$ cat config.mk
export PLATFORM = sky130hd
export DESIGN_NAME = snoop_responder_d_1
export DESIGN_NICKNAME = d
export VERILOG_FILES = /design/src/rtl/snoop_responder_d_1_pkg.sv /design/src/rtl/snoop_tag_state_array_d_1.sv /design/src/rtl/snoop_responder_d_1.sv
export SDC_FILE = /design/constraint.sdc
export NUM_CORES = 2
export LEC_CHECK = 0
export CORE_ASPECT_RATIO = 0.75
export CORE_MARGIN = 2
export CORE_UTILIZATION = 45
export DETAILED_ROUTE_END_ITERATION = 6
export SLEW_MARGIN = 5
export SYNTH_ARGS = -nofsm -noshare
export SYNTH_HDL_FRONTEND = slang
export SYNTH_SLANG_ARGS = --single-unit
$ cat constraint.sdc
create_clock -name clk -period 3.6 [get_ports clk]
set_input_delay 0.36 -clock clk [delete_from_list [all_inputs] [get_ports clk]]
set_output_delay 0.36 -clock clk [all_outputs]
set_load 0.005 [all_outputs]
$ cat src/rtl/snoop_responder_d_1_pkg.sv
// Shared constants and encodings for the bus snoop responder.
// Holds cache geometry, MESI/snoop command encodings and the FSM state type.
package snoop_responder_d_1_pkg;

    localparam int ADDRESSSIZE     = 32;
    localparam int BLK_OFFSET_SIZE = 6;
    localparam int INDEX_SIZE      = 4;
    localparam int TAG_SIZE        = 22;
    localparam int ASSOCIATIVITY   = 4;
    localparam int WAY_BITS        = 2;
    localparam int NUM_SETS        = 1 << INDEX_SIZE;

    typedef enum logic [1:0] {
        MESI_I = 2'b00,
        MESI_S = 2'b01,
        MESI_E = 2'b10,
        MESI_M = 2'b11
    } mesi_e;

    typedef enum logic [1:0] {
        CMD_BUSRD   = 2'b00,
        CMD_BUSRDX  = 2'b01,
        CMD_BUSUPGR = 2'b10,
        CMD_RSVD    = 2'b11
    } snoop_cmd_e;

    typedef enum logic [2:0] {
        ST_IDLE,
        ST_LOOKUP,
        ST_RESPOND,
        ST_FLUSH,
        ST_UPDATE
    } fsm_e;

    // MESI transition for a snooped hit; the reserved command leaves the line alone.
    function automatic logic [1:0] mesi_next(input logic [1:0] cmd, input logic [1:0] state);
        logic [1:0] result;
        result = state;
        case (cmd)
            CMD_BUSRD:               if (state != MESI_I) result = MESI_S;
            CMD_BUSRDX, CMD_BUSUPGR: result = MESI_I;
            default:                 result = state;
        endcase
        return result;
    endfunction

endpackage

$ cat src/rtl/snoop_tag_state_array_d_1.sv
// 16-set x 4-way tag/state store with a registered snoop lookup port, a
// combinational processor read port and two write ports (snoop has priority).
module snoop_tag_state_array_d_1
    import snoop_responder_d_1_pkg::*;
(
    input  logic                  clk,
    input  logic                  rst,
    input  logic                  lk_en,
    input  logic [INDEX_SIZE-1:0] lk_index,
    input  logic [TAG_SIZE-1:0]   lk_tag,
    output logic                  lk_hit,
    output logic [WAY_BITS-1:0]   lk_way,
    output logic [1:0]            lk_state,
    input  logic [INDEX_SIZE-1:0] rd_index,
    input  logic [WAY_BITS-1:0]   rd_way,
    output logic [1:0]            rd_state,
    input  logic                  sn_wr_en,
    input  logic [INDEX_SIZE-1:0] sn_wr_index,
    input  logic [WAY_BITS-1:0]   sn_wr_way,
    input  logic [1:0]            sn_wr_state,
    input  logic                  pr_wr_en,
    input  logic [INDEX_SIZE-1:0] pr_wr_index,
    input  logic [WAY_BITS-1:0]   pr_wr_way,
    input  logic [TAG_SIZE-1:0]   pr_wr_tag,
    input  logic [1:0]            pr_wr_state,
    output logic                  pr_wr_conflict
);

    logic [TAG_SIZE-1:0]      tag_mem   [NUM_SETS][ASSOCIATIVITY];
    logic [1:0]               state_mem [NUM_SETS][ASSOCIATIVITY];
    logic [ASSOCIATIVITY-1:0] way_match;
    logic [WAY_BITS-1:0]      hit_way_next;
    logic                     hit_next;
    logic [1:0]               hit_state_next;
    logic                     lk_hit_reg;
    logic [WAY_BITS-1:0]      lk_way_reg;
    logic [1:0]               lk_state_reg;
    logic                     pr_wr_go;

    genvar gi;
    generate
        for (gi = 0; gi < ASSOCIATIVITY; gi++) begin : g_way_cmp
            assign way_match[gi] = (state_mem[lk_index][gi] != MESI_I) &&
                                   (tag_mem[lk_index][gi] == lk_tag);
        end
    endgenerate

    // Lowest matching way wins when a tag is (illegally) present in several ways.
    always_comb begin
        hit_way_next = '0;
        for (int w = ASSOCIATIVITY - 1; w >= 0; w--) begin
            if (way_match[w]) hit_way_next = w[WAY_BITS-1:0];
        end
    end

    assign hit_next       = |way_match;
    assign hit_state_next = hit_next ? state_mem[lk_index][hit_way_next] : MESI_I;

    // A processor install colliding with the snoop commit is dropped entirely (tag too).
    assign pr_wr_conflict = pr_wr_en && sn_wr_en &&
                            (pr_wr_index == sn_wr_index) && (pr_wr_way == sn_wr_way);
    assign pr_wr_go       = pr_wr_en && !pr_wr_conflict;

    always_ff @(posedge clk) begin
        if (rst) begin
            for (int s = 0; s < NUM_SETS; s++) begin
                for (int w = 0; w < ASSOCIATIVITY; w++) begin
                    tag_mem[s][w]   <= '0;
                    state_mem[s][w] <= MESI_I;
                end
            end
            lk_hit_reg   <= 1'b0;
            lk_way_reg   <= '0;
            lk_state_reg <= MESI_I;
        end else begin
            if (pr_wr_go) begin
                tag_mem[pr_wr_index][pr_wr_way]   <= pr_wr_tag;
                state_mem[pr_wr_index][pr_wr_way] <= pr_wr_state;
            end
            if (sn_wr_en) begin
                state_mem[sn_wr_index][sn_wr_way] <= sn_wr_state;
            end
            if (lk_en) begin
                lk_hit_reg   <= hit_next;
                lk_way_reg   <= hit_way_next;
                lk_state_reg <= hit_state_next;
            end
        end
    end

    assign lk_hit   = lk_hit_reg;
    assign lk_way   = lk_way_reg;
    assign lk_state = lk_state_reg;
    assign rd_state = state_mem[rd_index][rd_way];

endmodule

$ cat src/rtl/snoop_responder_d_1.sv
// MESI bus snoop responder: looks up a snooped line, reports shared/dirty,
// optionally waits for a write-back, then commits the next coherence state.
module snoop_responder_d_1
    import snoop_responder_d_1_pkg::*;
(
    input  logic                   clk,
    input  logic                   rst,
    input  logic                   snoop_valid,
    output logic                   snoop_ready,
    input  logic [1:0]             snoop_cmd,
    input  logic [ADDRESSSIZE-1:0] Address_Com,
    output logic                   snoop_resp_valid,
    output logic                   Shared_Com,
    output logic                   Dirty_Com,
    output logic                   flush_req,
    output logic [INDEX_SIZE-1:0]  flush_index,
    output logic [WAY_BITS-1:0]    flush_way,
    input  logic                   flush_ack,
    output logic                   snoop_done,
    output logic                   protocol_err,
    input  logic                   proc_wr_en,
    input  logic [INDEX_SIZE-1:0]  proc_wr_index,
    input  logic [WAY_BITS-1:0]    proc_wr_way,
    input  logic [TAG_SIZE-1:0]    proc_wr_tag,
    input  logic [1:0]             proc_wr_state,
    input  logic [INDEX_SIZE-1:0]  proc_rd_index,
    input  logic [WAY_BITS-1:0]    proc_rd_way,
    output logic [1:0]             proc_rd_state,
    output logic                   proc_wr_conflict
);

    fsm_e                  state_reg;
    logic [1:0]            cmd_reg;
    logic [INDEX_SIZE-1:0] index_reg;
    logic [TAG_SIZE-1:0]   tag_reg;
    logic                  resp_valid_reg;
    logic                  flush_req_reg;
    logic                  done_reg;
    logic                  perr_reg;

    logic                  lk_hit;
    logic [WAY_BITS-1:0]   lk_way;
    logic [1:0]            lk_state;
    logic                  line_dirty;
    logic                  needs_flush;
    logic                  upgr_err;
    logic                  snoop_wr_en;
    logic                  unused_offset;

    assign unused_offset = ^Address_Com[BLK_OFFSET_SIZE-1:0];

    assign line_dirty  = lk_hit && (lk_state == MESI_M);
    assign needs_flush = line_dirty && ((cmd_reg == CMD_BUSRD) || (cmd_reg == CMD_BUSRDX));
    assign upgr_err    = lk_hit && (cmd_reg == CMD_BUSUPGR) &&
                         ((lk_state == MESI_E) || (lk_state == MESI_M));
    // Commit uses the state captured at lookup, not whatever the processor wrote since.
    assign snoop_wr_en = !rst && (state_reg == ST_UPDATE) && lk_hit && (cmd_reg != CMD_RSVD);

    always_ff @(posedge clk) begin
        if (rst) begin
            state_reg      <= ST_IDLE;
            cmd_reg        <= '0;
            index_reg      <= '0;
            tag_reg        <= '0;
            resp_valid_reg <= 1'b0;
            flush_req_reg  <= 1'b0;
            done_reg       <= 1'b0;
            perr_reg       <= 1'b0;
        end else begin
            resp_valid_reg <= 1'b0;
            done_reg       <= 1'b0;
            perr_reg       <= 1'b0;
            case (state_reg)
                ST_IDLE: begin
                    if (snoop_valid) begin
                        cmd_reg   <= snoop_cmd;
                        index_reg <= Address_Com[BLK_OFFSET_SIZE +: INDEX_SIZE];
                        tag_reg   <= Address_Com[ADDRESSSIZE-1 -: TAG_SIZE];
                        state_reg <= ST_LOOKUP;
                    end
                end
                ST_LOOKUP: begin
                    resp_valid_reg <= 1'b1;
                    state_reg      <= ST_RESPOND;
                end
                ST_RESPOND: begin
                    if (needs_flush) begin
                        flush_req_reg <= 1'b1;
                        state_reg     <= ST_FLUSH;
                    end else begin
                        done_reg  <= 1'b1;
                        perr_reg  <= upgr_err;
                        state_reg <= ST_UPDATE;
                    end
                end
                ST_FLUSH: begin
                    if (flush_ack) begin
                        flush_req_reg <= 1'b0;
                        done_reg      <= 1'b1;
                        perr_reg      <= upgr_err;
                        state_reg     <= ST_UPDATE;
                    end
                end
                ST_UPDATE: begin
                    state_reg <= ST_IDLE;
                end
                default: begin
                    state_reg <= ST_IDLE;
                end
            endcase
        end
    end

    snoop_tag_state_array_d_1 u_array (
        .clk            (clk),
        .rst            (rst),
        .lk_en          (state_reg == ST_LOOKUP),
        .lk_index       (index_reg),
        .lk_tag         (tag_reg),
        .lk_hit         (lk_hit),
        .lk_way         (lk_way),
        .lk_state       (lk_state),
        .rd_index       (proc_rd_index),
        .rd_way         (proc_rd_way),
        .rd_state       (proc_rd_state),
        .sn_wr_en       (snoop_wr_en),
        .sn_wr_index    (index_reg),
        .sn_wr_way      (lk_way),
        .sn_wr_state    (mesi_next(cmd_reg, lk_state)),
        .pr_wr_en       (proc_wr_en),
        .pr_wr_index    (proc_wr_index),
        .pr_wr_way      (proc_wr_way),
        .pr_wr_tag      (proc_wr_tag),
        .pr_wr_state    (proc_wr_state),
        .pr_wr_conflict (proc_wr_conflict)
    );

    assign snoop_ready      = (state_reg == ST_IDLE);
    assign snoop_resp_valid = resp_valid_reg;
    assign Shared_Com       = resp_valid_reg && lk_hit;
    assign Dirty_Com        = resp_valid_reg && line_dirty;
    assign flush_req        = flush_req_reg;
    assign flush_index      = flush_req_reg ? index_reg : '0;
    assign flush_way        = flush_req_reg ? lk_way : '0;
    assign snoop_done       = done_reg;
    assign protocol_err     = perr_reg;

endmodule

==> flow_metrics.tcl <==
set metrics [dict create \
    switching_share_pct 25.26 \
    vias 49010 \
    slew_headroom_pct 8.232 \
    placed_cell_area_um2 82510 \
    power.density_nw_per_um2 496.1 \
    die_h_um 359.9 \
    drive_above_1_share_pct 24.46 \
    syn_to_final_growth_pct 16.61 \
    dp_cells 7714 \
    drc_errors 0 \
    numClockSinks 1580 \
    fin_nets 5771 \
    cts_buffers 158 \
    syn_nets 5422 \
    regArea_um2 47020 \
    yosysSeqAreaShare_pct 61.86 \
    outcome "complete, but fails checks" \
    power.share.combinational_pct 12.8 \
    drtIter0Drc 7247 \
    setup_viol 5 \
    port-buffer-count 84 \
    p_int_mw 32.85 \
    failed_checks "negative setup slack" \
    p_seq_share_pct 48.9 \
    firstDrtPassIters 6 \
    hold_class "in2reg" \
    ys_ff_latch 1580 \
    largest_register_ffs 1408 \
    core_um2 167500 \
    crit_arrival_ns 4.82 \
    multi_input_comb_area_um2 26960 \
    cp_max_fo 8 \
    cp-end-kind "flop" \
    grt_start_max_net_pins 111 \
    cts_buffer_depth 3 \
    crit_type "reg2reg" \
    clock_power_share_pct 38.3 \
    netlist_area_um2 75980 \
    finalMaxSlewViolations 0 \
    cts.root.buffer_cell "clkbuf_16" \
    cp.required_ns 4.29 \
    htree_levels 4 \
    synth_cell_types 73 \
    clk_latency_ns 0.83 \
    place.gp.congestion 0.9504 \
    start_util_pct 45.35 \
    antenna_found_initial 22 \
    core.rowCount 130 \
    critPathLaunchType "flop" \
    holdWs_ns 0.1068 \
    rsz0062_at_grt "true" \
    path_clk_slew_ns 0.07 \
    leakage_nw 31.05 \
    instances_no_fill 8080 \
    grt_pass1_vias 47230 \
    worst_slew_pin_slew_ns 1.375 \
    finalHoldViolCount 0 \
    clock.fmax_ghz 0.2423 \
    synth_ff_type "edfxtp_1" \
    wl_per_cell_um 33.14 \
    fp.dieArea_um2 172200 \
    cts_tree "built" \
    async_flop_share_pct 0 \
    grt_usage_pct 30.70 \
    fin_area_um2 88600 \
    n_fill_cell 13860 \
    vias_per_cell 6.066 \
    period_needed_ns 4.127 \
    ios 91 \
    setup_tns_ns -2.126 \
    synth_edf_count 1536 \
    syn_avg_cell_area_um2 14.21 \
    die_x_um 478.5 \
    max_cap_viol_count 0 \
    grt-ovfl-total 0 \
    finalCritPeriodShare_pct 114.6 \
    dp_hpwl_mm 171.0 \
    syn-instance-count 5347 \
    finalPower_mw 43.96 \
    vdd_drop_max_mv 0.5372 \
    synth_warnings 0 \
    layout_setup_ws_ns -0.5273 \
    p_sw_mw 11.10 \
    grt_first_pass_wirelength_mm 372.9 \
    ant_nets 0 \
    wl_mm 267.8 \
    finClkSkew_ns 0.02772 \
]
-- worst max-delay path, cell delays in order, from the launching register on --
cell and delay [ns]:
dfxtp_4 0.51, buf_12 0.16, buf_12 0.11, mux4_2 0.53, mux2i_1 0.21, buf_4 0.16, xnor2_2 0.06, nand2_1 0.07
o211ai_1 0.13, or4_4 0.57, or4_4 0.61, a221oi_4 0.36, mux2i_1 0.24, a2bb2oi_1 0.18, o21ai_1 0.10
-- power by group through the flow --
stage	sequential, mW	combinational [mW]	clock (mW)
floorplan	21.6	2.93	0
detailed placement	21.9	5.33	0
finish	21.5	5.64	16.8
CTS	21.5	5.42	17.0
global placement	21.8	5.32	0
global route	21.5	5.85	17.7
-- stage by stage --
step | util (%) | setup slack (ns)
3_5_place_dp | 49.25 | -0.7832
5_1_grt | 52.87 | -0.6727
6_report | 52.89 | -0.5273
2_1_floorplan | - | 0.03285
3_3_place_gp | 49.25 | -0.7858
4_1_cts | 52.49 | -0.4378
-- metal layers --
metal / wire length, µm / global-route usage, % / share of wire [%]
met1: 111400 / 45.15 / 42
met2: 119800 / 46.15 / 45
met3: 28190 / 5.886 / 11
met4: 8317 / 9.445 / 3.1
met5: 17 / 0 / 0.0063
-- final cells by class --
| class | count | area share [%] |
|---|---|---|
| Clock buffer | 197 | 4.734 |
| Sequential cell | 1580 | 53.07 |
| Timing Repair Buffer | 705 | 7.490 |
| Tap cell | 2244 | 3.169 |
| Multi-Input combinational cell | 3242 | 30.43 |
| Antenna cell | 11 | 0.03107 |
| Clock inverter | 92 | 1.041 |
| Inverter | 9 | 0.03813 |
-- cells by family (layout without fill, tap and decap cells) --
logic type	after synthesis	after routing	share of synthesized area, %
flops	1580	1580	61.86
buf+inv	525	1003	3.176
compound gates	358	358	3.381
xor+xnor	102	102	1.176
simple gates	2163	2163	16.69
other cells	0	11	0
mux	619	619	13.71
-- cells in the final DEF (no fill, tap or decap), types with 16 or more instances in the layout --
master | synthesis | final
a21oi_1 | 57 | 55
a221oi_1 | 22 | 20
a22o_1 | 55 | 55
a22oi_1 | 65 | 65
and2_1 | 1423 | 1422
and3_1 | 60 | 60
buf_12 | 2 | 82
buf_2 | 50 | 25
buf_4 | 37 | 520
bufinv_16 | 0 | 16
clkbuf_1 | 349 | 33
clkbuf_16 | 0 | 166
clkdlybuf4s50_1 | 0 | 55
clkinv_1 | 1 | 46
dfxtp_1 | 44 | 40
edfxtp_1 | 1536 | 1536
mux2_2 | 51 | 51
mux2i_1 | 238 | 228
mux4_2 | 322 | 325
nand2_1 | 211 | 211
nand2b_1 | 60 | 60
nand3_1 | 36 | 35
nand4_1 | 20 | 20
nor2_1 | 138 | 75
nor2_2 | 1 | 64
nor2b_1 | 26 | 22
nor3_1 | 32 | 29
o21ai_0 | 37 | 35
o22ai_1 | 38 | 34
or2_2 | 68 | 68
or3_1 | 24 | 24
xnor2_1 | 71 | 69
xor2_1 | 31 | 31
-- cell usage after synthesis, types with 60 or more instances --
cell	instances	area, µm²
a22oi_1	65	488.0
and2_1	1423	8902
and3_1	60	375.4
clkbuf_1	349	1310
edfxtp_1	1536	46120
mux2i_1	238	2382
mux4_2	322	7252
nand2_1	211	792.0
nand2b_1	60	375.4
nor2_1	138	518.0
or2_2	68	425.4
xnor2_1	71	621.9
-- what timing repair did --
action,in CTS,in global routing
setup buffers,16,44
hold buffers,1,0
endpoints found under the hold margin,5,0
setup endpoints to repair,7,5
cloned,1,5
pin swaps,8,25
resized for setup,27,46
-- path summary, 6_finish.rpt --
kind | from | endpoint | slack, ns | cells past startpoint
worst max-delay path | flop | u_array.lk_state[0] | -0.53 | 14
worst min-delay path | Address_Com[19] | tag_reg[9] | 0.11 | 3
worst max register to register | flop | u_array.lk_state[0] | -0.53 | 14
worst min register to register | u_array.lk_hit | u_array.lk_hit | 0.56 | 2
Power figures use the tool's default switching activity.
